### src/rtl/naneye_pixel_deser_if.sv
// Bit-stream in / pixel-word out bundle for naneye_pixel_deser.
// The bit side has no back-pressure: S_WREN qualifies S_DATA for exactly one cycle,
// and pix_valid qualifies pix_data/col_idx/row_idx/line_end/frame_done for one cycle.
interface naneye_pixel_deser_if #(
    parameter int PIX_W = 10,
    parameter int IDX_W = 8
);
    logic             S_DATA;
    logic             S_WREN;
    logic             frame_sync_start;
    logic [PIX_W-1:0] pix_data;
    logic             pix_valid;
    logic [IDX_W-1:0] col_idx;
    logic [IDX_W-1:0] row_idx;
    logic             line_end;
    logic             frame_done;
    logic             frame_short;
    logic             frame_err;

    modport master (
        output S_DATA, S_WREN, frame_sync_start,
        input  pix_data, pix_valid, col_idx, row_idx,
        input  line_end, frame_done, frame_short, frame_err
    );

    modport slave (
        input  S_DATA, S_WREN, frame_sync_start,
        output pix_data, pix_valid, col_idx, row_idx,
        output line_end, frame_done, frame_short, frame_err
    );
endinterface

### src/rtl/naneye_pixel_deser.sv
// Strips start/stop framing from the decoded NanEye bit stream and emits indexed pixel words.
// Optional DESER_ERR_CNT_EN adds a saturating 16-bit stop-bit error counter output.
module naneye_pixel_deser #(
    parameter int PIX_W = 10,
    parameter int COLS  = 250,
    parameter int ROWS  = 250,
    parameter int IDX_W = 8
) (
    input  logic                 SCLOCK,
    input  logic                 RESET,
    naneye_pixel_deser_if.slave  bus,
    output logic [2:0]           state_dbg
`ifdef DESER_ERR_CNT_EN
    ,
    output logic [15:0]          err_cnt
`endif
);
    localparam int BC_W = $clog2(PIX_W + 1);

    typedef enum logic [2:0] {IDLE, HUNT, SHIFT, STOP, DONE} state_t;

    state_t            state_q, state_d;
    logic              sync_q;
    logic              rise, fall;
    logic [PIX_W-1:0]  shreg_q, shreg_d;
    logic [BC_W-1:0]   bit_cnt_q, bit_cnt_d;
    logic [IDX_W-1:0]  col_q, col_d, row_q, row_d;
    logic [PIX_W-1:0]  pix_data_q, pix_data_d;
    logic [IDX_W-1:0]  col_idx_q, col_idx_d, row_idx_q, row_idx_d;
    logic              pix_valid_q, pix_valid_d;
    logic              line_end_q, line_end_d;
    logic              frame_done_q, frame_done_d;
    logic              frame_short_q, frame_short_d;
    logic              frame_err_q, frame_err_d;
    logic              last_col, last_row;

    assign rise     = bus.frame_sync_start & ~sync_q;
    assign fall     = ~bus.frame_sync_start & sync_q;
    assign last_col = (col_q == IDX_W'(COLS - 1));
    assign last_row = (row_q == IDX_W'(ROWS - 1));

    always_ff @(posedge SCLOCK or posedge RESET) begin
        if (RESET) begin
            state_q       <= IDLE;
            sync_q        <= 1'b0;
            shreg_q       <= '0;
            bit_cnt_q     <= '0;
            col_q         <= '0;
            row_q         <= '0;
            pix_data_q    <= '0;
            col_idx_q     <= '0;
            row_idx_q     <= '0;
            pix_valid_q   <= 1'b0;
            line_end_q    <= 1'b0;
            frame_done_q  <= 1'b0;
            frame_short_q <= 1'b0;
            frame_err_q   <= 1'b0;
        end else begin
            state_q       <= state_d;
            sync_q        <= bus.frame_sync_start;
            shreg_q       <= shreg_d;
            bit_cnt_q     <= bit_cnt_d;
            col_q         <= col_d;
            row_q         <= row_d;
            pix_data_q    <= pix_data_d;
            col_idx_q     <= col_idx_d;
            row_idx_q     <= row_idx_d;
            pix_valid_q   <= pix_valid_d;
            line_end_q    <= line_end_d;
            frame_done_q  <= frame_done_d;
            frame_short_q <= frame_short_d;
            frame_err_q   <= frame_err_d;
        end
    end

    // Window edges take priority over bit strobes, so a fall on the stop-bit cycle drops the word.
    always_comb begin
        state_d       = state_q;
        shreg_d       = shreg_q;
        bit_cnt_d     = bit_cnt_q;
        col_d         = col_q;
        row_d         = row_q;
        pix_data_d    = pix_data_q;
        col_idx_d     = col_idx_q;
        row_idx_d     = row_idx_q;
        pix_valid_d   = 1'b0;
        line_end_d    = 1'b0;
        frame_done_d  = 1'b0;
        frame_short_d = 1'b0;
        frame_err_d   = 1'b0;
        if (rise) begin
            state_d   = HUNT;
            col_d     = '0;
            row_d     = '0;
            bit_cnt_d = '0;
        end else if (fall && state_q != IDLE) begin
            state_d       = IDLE;
            bit_cnt_d     = '0;
            frame_short_d = (state_q != DONE);
        end else if (bus.S_WREN) begin
            unique case (state_q)
                HUNT: begin
                    if (bus.S_DATA) begin
                        state_d   = SHIFT;
                        bit_cnt_d = '0;
                    end
                end
                SHIFT: begin
                    shreg_d   = {shreg_q[PIX_W-2:0], bus.S_DATA};
                    bit_cnt_d = bit_cnt_q + 1'b1;
                    if (bit_cnt_q == BC_W'(PIX_W - 1)) state_d = STOP;
                end
                STOP: begin
                    if (!bus.S_DATA) begin
                        pix_valid_d = 1'b1;
                        pix_data_d  = shreg_q;
                        col_idx_d   = col_q;
                        row_idx_d   = row_q;
                        line_end_d  = last_col;
                        state_d     = HUNT;
                        if (!last_col) begin
                            col_d = col_q + 1'b1;
                        end else begin
                            col_d = '0;
                            if (last_row) begin
                                frame_done_d = 1'b1;
                                state_d      = DONE;
                            end else begin
                                row_d = row_q + 1'b1;
                            end
                        end
                    end else begin
                        frame_err_d = 1'b1;
                        state_d     = HUNT;
                    end
                end
                default: ;
            endcase
        end
    end

    assign bus.pix_data    = pix_data_q;
    assign bus.pix_valid   = pix_valid_q;
    assign bus.col_idx     = col_idx_q;
    assign bus.row_idx     = row_idx_q;
    assign bus.line_end    = line_end_q;
    assign bus.frame_done  = frame_done_q;
    assign bus.frame_short = frame_short_q;
    assign bus.frame_err   = frame_err_q;
    assign state_dbg       = state_q;

`ifdef DESER_ERR_CNT_EN
    logic [15:0] err_cnt_q;

    always_ff @(posedge SCLOCK or posedge RESET) begin
        if (RESET) begin
            err_cnt_q <= '0;
        end else if (rise) begin
            err_cnt_q <= '0;
        end else if (frame_err_d && err_cnt_q != 16'hFFFF) begin
            err_cnt_q <= err_cnt_q + 16'd1;
        end
    end

    assign err_cnt = err_cnt_q;
`endif
endmodule

### src/flat_wrapper.sv
// flat-port wrapper written by rule: the top's interface ports become plain ports
module naneye_pixel_deser_flat 
#(
    parameter int PIX_W = 10,
    parameter int COLS  = 250,
    parameter int ROWS  = 250,
    parameter int IDX_W = 8
)
  (SCLOCK, RESET, state_dbg, bus_S_DATA, bus_S_WREN, bus_frame_sync_start, bus_pix_data, bus_pix_valid, bus_col_idx, bus_row_idx, bus_line_end, bus_frame_done, bus_frame_short, bus_frame_err);
  naneye_pixel_deser_if #(.PIX_W(PIX_W), .IDX_W(IDX_W)) bus_i ();
  input  logic SCLOCK;
  input  logic RESET;
  output logic [2:0] state_dbg;
  input wire logic [$bits(bus_i.S_DATA)-1:0] bus_S_DATA;
  input wire logic [$bits(bus_i.S_WREN)-1:0] bus_S_WREN;
  input wire logic [$bits(bus_i.frame_sync_start)-1:0] bus_frame_sync_start;
  output wire logic [$bits(bus_i.pix_data)-1:0] bus_pix_data;
  output wire logic [$bits(bus_i.pix_valid)-1:0] bus_pix_valid;
  output wire logic [$bits(bus_i.col_idx)-1:0] bus_col_idx;
  output wire logic [$bits(bus_i.row_idx)-1:0] bus_row_idx;
  output wire logic [$bits(bus_i.line_end)-1:0] bus_line_end;
  output wire logic [$bits(bus_i.frame_done)-1:0] bus_frame_done;
  output wire logic [$bits(bus_i.frame_short)-1:0] bus_frame_short;
  output wire logic [$bits(bus_i.frame_err)-1:0] bus_frame_err;
  assign bus_i.S_DATA = bus_S_DATA;
  assign bus_i.S_WREN = bus_S_WREN;
  assign bus_i.frame_sync_start = bus_frame_sync_start;
  assign bus_pix_data = bus_i.pix_data;
  assign bus_pix_valid = bus_i.pix_valid;
  assign bus_col_idx = bus_i.col_idx;
  assign bus_row_idx = bus_i.row_idx;
  assign bus_line_end = bus_i.line_end;
  assign bus_frame_done = bus_i.frame_done;
  assign bus_frame_short = bus_i.frame_short;
  assign bus_frame_err = bus_i.frame_err;
  naneye_pixel_deser #(.PIX_W(PIX_W), .COLS(COLS), .ROWS(ROWS), .IDX_W(IDX_W)) u_core (.SCLOCK(SCLOCK), .RESET(RESET), .bus(bus_i), .state_dbg(state_dbg));
endmodule
### config.mk
export PLATFORM = sky130hd
export DESIGN_NAME = naneye_pixel_deser_flat
export DESIGN_NICKNAME = d
export VERILOG_FILES = /design/src/rtl/naneye_pixel_deser_if.sv /design/src/rtl/naneye_pixel_deser.sv /design/src/flat_wrapper.sv
export SDC_FILE = /design/constraint.sdc
export NUM_CORES = 1
export LEC_CHECK = 0
export CORE_MARGIN = 2
export CORE_UTILIZATION = 50
export CTS_CLUSTER_DIAMETER = 40
export DETAILED_ROUTE_END_ITERATION = 10
export PLACE_DENSITY = 0.75
export SYNTH_ARGS = -nofsm -noshare
export SYNTH_HDL_FRONTEND = slang
export SYNTH_SLANG_ARGS = --single-unit
### constraint.sdc
create_clock -name SCLOCK -period 2.7 [get_ports SCLOCK]
set_input_delay 0.675 -clock SCLOCK [delete_from_list [all_inputs] [get_ports SCLOCK]]
set_output_delay 0.675 -clock SCLOCK [all_outputs]
set_load 0.05 [all_outputs]
==> flow_summary.yaml, run 1 <==
yosys:
  syn-mean-instance-area_um2: 12.5
  dominantRegCellSynth: "dfrtp_1"
  synthCells: 251
  synth_edf_count: 0
  yosysWarnings: 0
  ys_top_cells_by_area: "dfrtp_1 (52%), mux2_2 (11%), mux2_4 (2.9%)"
  ys_ff_latch: 65
  synthArstFlopShare_pct: 100
  syn-cell-area_um2: 3130
  synth_top_area_share_pct: 52.0
  yosysTopAreaCell: "dfrtp_1"
  ys_seq_area_share_pct: 52.0
  synth.distinct_cells: 53
  syn-num-nets: 262
final_layout:
  layout_commonest_cell: "dfrtp_1"
  n_antenna_cell: 0
  final_layout_size_suffix_gt1_share_pct: 25.5
  most-common-layout-cells: "dfrtp_1 (65), clkdlybuf4s50_1 (38), mux2_2 (30)"
  fillers: 448
  stdcell_area_um2: 3830
  fin_util_pct: 63.9
  register_area_um2: 1630
  nets: 308
  area_growth_pct: 22.5
  multi_input_area_um2: 1350
worst_setup_path:
  reg2reg_depth: 4
  cp-start-kind: "flip-flop"
  path_cells: "clkdlybuf4s50_1"
  cp.depth: 1
  slowest_stage: "clkdlybuf4s50_1"
  required_ns: 2.03
  arrival_ns: 1.82
  crit_type: "flip-flop to output pin"
  worstSetupEndpointType: "output pin"
  worst-path-buf-inv: 1
  path_max_fanout: 11
  slowest_delay_ns: 0.88
  cp_top_family: "buffers and inverters"
  rrSetupSlack_ns: 0.56
global_routing:
  grt.busiest_layer: "met2"
  grt_util_met1_pct: 26.4
  grt_util_met3_pct: 3.98
  overflow: 0
  grt_pass1_vias: 2199
  grt_max_degree: 66
  met2_usage_pct: 29.1
  antenna_found_initial: 0
  grt_usage_pct: 19.1
  grt_pass1_wl_um: 10700
clock_tree:
  cts_tree: "done"
  post-cts-setup-buffer-count: 0
  clk_latency_ns: 0.35
  cts_buffers: 9
  path_clk_slew_ns: 0.07
  clockBufferDepth: 2
  ctsResizeCount: 0
  clock_sinks: 65
  root_buffer: "clkbuf_8"
  cts_hold_buf: 0
  htree_levels: 3
hold_path:
  whs_path_depth: 1
  hp-class: "flip-flop to flip-flop"
floorplan:
  dieArea_um2: 6900
  die_y_um: 83.1
  fp.dieW_um: 83.1
  start_util_pct: 52.2
  core_area_um2: 5990
  row_count: 28
  ioPinCount: 39
timing:
  slew_violations: 0
  setup_viol: 0
  hold_viol_final: 0
  worst_pin_slew_ns: 0.768
  rsz0062_at_grt: "false"
  maxSlewHeadroom_pct: 48.8
  fin_crit_ns: 2.49
  fmax_mhz: 401
  clock_skew_ns: 0.00954
  tns_ns: 0
  finalCritPeriodShare_pct: 92.3
routing:
  wire_per_inst_um: 16.3
  via_count: 2192
  routed_wl_um: 6130
  via_per_inst: 5.81
  remaining_drc_errors: 0
  dr.pass1.iters: 4
  drt_first_iter_violations: 84
  ant_nets: 0
power_and_ir_drop:
  p_leak_nw: 1.73
  finalPower_w: 0.00246
  power_density_nw_per_um2: 644
  vdd_drop_max_mv: 0.403
placement:
  gp_congestion: 0.876
  dp_hpwl_um: 4050
  portBuffers: 38
  dpl_cell_area_um2: 3570
flow_run:
  maxCapViolations: 0
outcome:
  outcome: "finished, final reports clean"
[cell type report]
class / instances / share of cell area (%)
clock buffers: 12 / 4.05
clock inverters: 4 / 2.58
inverters: 7 / 0.686
multi-input cells: 165 / 35.3
flip-flops and latches: 65 / 42.5
well taps: 75 / 2.45
repair buffers: 49 / 12.4
[synthesized netlist by cell type (3+ instances only)]
cell / count
a21oi_1: 16
buf_6: 7
clkbuf_1: 4
dfrtp_1: 65
ha_1: 6
inv_1: 7
mux2_2: 30
mux2_4: 6
nand2_1: 10
nand2b_1: 7
nand3_1: 6
nand4_1: 7
nor2_1: 7
nor3_1: 3
o21ai_0: 4
o22ai_1: 3
o31ai_1: 8
or4_1: 8
[power breakdown]
group	leakage [nW]	internal (W)	total [W]	switching, W
Clock	0.127	0.000666	0.00105	0.000379
Sequential	0.895	0.00103	0.00109	0.0000611
Combinational	0.707	0.000139	0.000331	0.000193
Total	1.73	0.00183	0.00246	0.000633
[flip-flops by register name (all words and copies together), names as in the netlist]
name,cells
u_core.bit_cnt_q,4
u_core.bus.frame_short,1
u_core.bus.frame_done,1
u_core.bus.line_end,1
u_core.sync_q,1
u_core.bus.col_idx,8
u_core.col_q,8
u_core.bus.frame_err,1
u_core.bus.pix_data,10
u_core.bus.pix_valid,1
u_core.state_dbg,3
u_core.bus.row_idx,8
u_core.row_q,8
u_core.shreg_q,10
[cells by family (layout without fill, tap and decap cells)]
family,after synthesis,after routing,synth area share (%)
simple gates,75,75,15.9
flops,65,65,52.0
compound gates,46,46,10.6
mux,38,38,14.3
buf+inv,21,72,4.68
fa+ha+maj,6,6,2.40
[metrics by stage]
step	hold WS, ns	std cells	worst slack, ns
3_5_place_dp	0.495	361	0.0482
2_1_floorplan	0.469	251	0.388
5_1_grt	0.526	377	0.144
6_report	0.507	377	0.207
3_3_place_gp	0.490	361	0.0850
4_1_cts	0.510	377	0.204
[layer usage]
layer | share of wire (%) | vias up | wire, um
met3 | 3.4 | 15 | 208
li1 | - | 1026 | -
met4 | 2.1 | 0 | 131
met1 | 48 | 1098 | 2910
met2 | 47 | 53 | 2880
met5 | 0 | - | 0
[final timing paths]
path / start / to
min reg2reg: u_core.bus.row_idx[1]$_DFFE_PP0P_ / u_core.bus.row_idx[1]$_DFFE_PP0P_
min in group asynchronous: RESET / u_core.bus.pix_data[0]$_DFFE_PP0P_
max reg2reg: u_core.state_dbg[1]$_DFFE_PP0P_ / u_core.bus.col_idx[7]$_DFFE_PP0P_
min: u_core.bus.row_idx[1]$_DFFE_PP0P_ / u_core.bus.row_idx[1]$_DFFE_PP0P_
max: u_core.state_dbg[1]$_DFFE_PP0P_ / state_dbg[1]
max in group asynchronous: RESET / u_core.col_q[1]$_DFFE_PP0P_
(Power assumes the default switching activity.)
==> run 2, diff against run 1 <==
--- a/config.mk
+++ b/config.mk
@@ -6,4 +6,5 @@
 export NUM_CORES = 1
 export LEC_CHECK = 0
+export ABC_CLOCK_PERIOD_IN_PS = 2700
 export CORE_MARGIN = 2
 export CORE_UTILIZATION = 50
==> constraint.sdc (replaced) <==
create_clock -name SCLOCK -period 2.7 [get_ports SCLOCK]
set_input_delay 0.81 -clock SCLOCK [delete_from_list [all_inputs] [get_ports SCLOCK]]
set_output_delay 0.81 -clock SCLOCK [all_outputs]
set_load 0.05 [all_outputs]
==> run 2 against run 1 <==
  * Register-to-register slack better by 0.05 ns
  * Critical path depth is the same
  * Setup slack worse by 0.11 ns
  * Combinational power up 1%
  * Critical path type unchanged
  * Critical endpoint unchanged
  * Highest routed layer unchanged
==> flow_summary.yaml, run 2 (synthesis results as in run 1) <==
final_layout:
  layout_commonest_cell: "dfrtp_1"
  n_antenna_cell: 0
  area_growth_pct: 21.3
  stdcell_area_um2: 3790
  most-common-layout-cells: "dfrtp_1 (65), clkdlybuf4s50_1 (38), mux2_2 (30)"
  final_layout_size_suffix_gt1_share_pct: 27.3
  nets: 314
placement:
  dp_slack_ns: -0.0664
  gp_congestion: 0.833
  portBuffers: 38
  dp_hpwl_um: 4000
  dpl_cell_area_um2: 3620
floorplan:
  core_area_um2: 5990
  start_util_pct: 52.2
  die_y_um: 83.1
  ioPinCount: 39
  fp.dieW_um: 83.1
  dieArea_um2: 6900
  row_count: 28
worst_setup_path:
  crit_type: "flip-flop to output pin"
  reg2reg_depth: 4
  required_ns: 1.89
  path_max_fanout: 11
  r2r-start: "u_core.state_dbg[1]$_DFFE_PP0P_"
  cp-start-kind: "flip-flop"
  worst-path-buf-inv: 1
  worstSetupEndpointType: "output pin"
  rrSetupSlack_ns: 0.61
  slowest_stage: "clkdlybuf4s50_1"
  slowest_delay_ns: 0.88
  cp_top_family: "buffers and inverters"
  startpoint: "u_core.state_dbg[1]$_DFFE_PP0P_"
  rr_endpoint: "u_core.bus.pix_data[7]$_DFFE_PP0P_"
  path_cells: "clkdlybuf4s50_1"
  arrival_ns: 1.80
timing:
  hold_viol_final: 0
  fin_crit_ns: 2.61
  setup_viol: 0
  fin_hold_ws_ns: 0.506
  maxSlewHeadroom_pct: 51.7
  finalCritPeriodShare_pct: 96.5
  fmax_mhz: 384
  final.setup.worst_slack_ns: 0.0940
  clock_skew_ns: 0.00887
  slew_violations: 0
  worst_pin_slew_ns: 0.722
  rsz0062_at_grt: "false"
routing:
  via_per_inst: 5.72
  routed_wl_um: 5890
  remaining_drc_errors: 0
  via_count: 2190
  drt_first_iter_violations: 161
  dr.pass1.iters: 4
  ant_nets: 0
  wire_per_inst_um: 15.4
flow_run:
  maxCapViolations: 0
clock_tree:
  clock_sinks: 65
  root_buffer: "clkbuf_8"
  cts_hold_buf: 0
  clk_latency_ns: 0.35
  ctsResizeCount: 0
  cts_buffers: 9
  cts_tree: "done"
  path_clk_slew_ns: 0.07
  post-cts-setup-buffer-count: 0
  htree_levels: 3
  clockBufferDepth: 2
power_and_ir_drop:
  p_leak_nw: 1.71
  vdd_drop_max_mv: 0.360
  power_density_nw_per_um2: 566
outcome:
  outcome: "finished, final reports clean"
global_routing:
  grt_max_degree: 66
  antenna_found_initial: 0
  grt_pass1_wl_um: 10300
  grt_pass1_vias: 2129
  overflow: 0
  grt_usage_pct: 18.7
hold_path:
  whs_path_depth: 1
  hp-class: "flip-flop to flip-flop"
  min_to: "u_core.bus.row_idx[6]$_DFFE_PP0P_"
  min_from: "u_core.bus.row_idx[6]$_DFFE_PP0P_"
-- run 2: stage by stage --
stage               TNS [ns]  power [W]  utilization, %  cells
floorplan                  0    0.00134               -    251
CTS                        0    0.00216            63.3    383
global route               0    0.00224            63.3    383
global placement      -0.282    0.00144            60.4    367
finish                     0    0.00215            63.3    383
detailed placement    -0.604    0.00144            60.4    367
-- run 2: report_power, final --
part	leakage, nW	total, W	switching (W)	internal (W)
registers	0.895	0.00109	0.0000616	0.00103
logic	0.733	0.000335	0.000192	0.000143
clock network	0.0814	0.000722	0.000392	0.000330
total	1.71	0.00215	0.000646	0.00150
-- run 2: metal layers --
| layer | wire [um] | up-vias | part of all wire [%] | GRT usage [%] |
|---|---|---|---|---|
| li1 | - | 1046 | - | - |
| met3 | 215 | 6 | 3.7 | 6.26 |
| met4 | 73 | 0 | 1.2 | 7.00 |
| met5 | 0 | - | 0 | 0 |
| met2 | 2820 | 44 | 48 | 27.9 |
| met1 | 2780 | 1094 | 47 | 25.3 |
-- run 2: worst register-to-register path: cells and delay by family (launching register included) --
kind	cells	cell delay (ns)
flops	1	0.52
simple gates	1	0.44
buf+inv	1	0.29
compound gates	1	0.36
mux	1	0.37
-- run 2: area by class of cell --
type | count | area [um^2]
Clock buffer | 9 | 124
Clock inverter | 7 | 46.3
Fill cell | 459 | 2200
Inverter | 7 | 26.3
Multi-Input combinational cell | 165 | 1350
Sequential cell | 65 | 1630
Tap cell | 75 | 93.8
Timing Repair Buffer | 55 | 520
-- run 2: worst max-delay path by stage --
| stage | cells past startpoint | slack, ns | endpoint |
|---|---|---|---|
| detailed placement | 5 | -0.07 | u_core.shreg_q[3]$_DFFE_PP0P_ |
| floorplan | 1 | 0.26 | u_core.bit_cnt_q[0]$_DFFE_PP0P_ |
| finish | 1 | 0.09 | state_dbg[1] |
| global placement | 5 | -0.04 | u_core.shreg_q[5]$_DFFE_PP0P_ |
| global route | 1 | 0.008 | state_dbg[1] |
| CTS | 1 | 0.08 | state_dbg[1] |
==> run 3, diff against run 2 <==
- ABC_CLOCK_PERIOD_IN_PS: 2700 -> unset
==> results of run 3 <==
The final DEF is identical to that of run 2; final timing and power are the same.
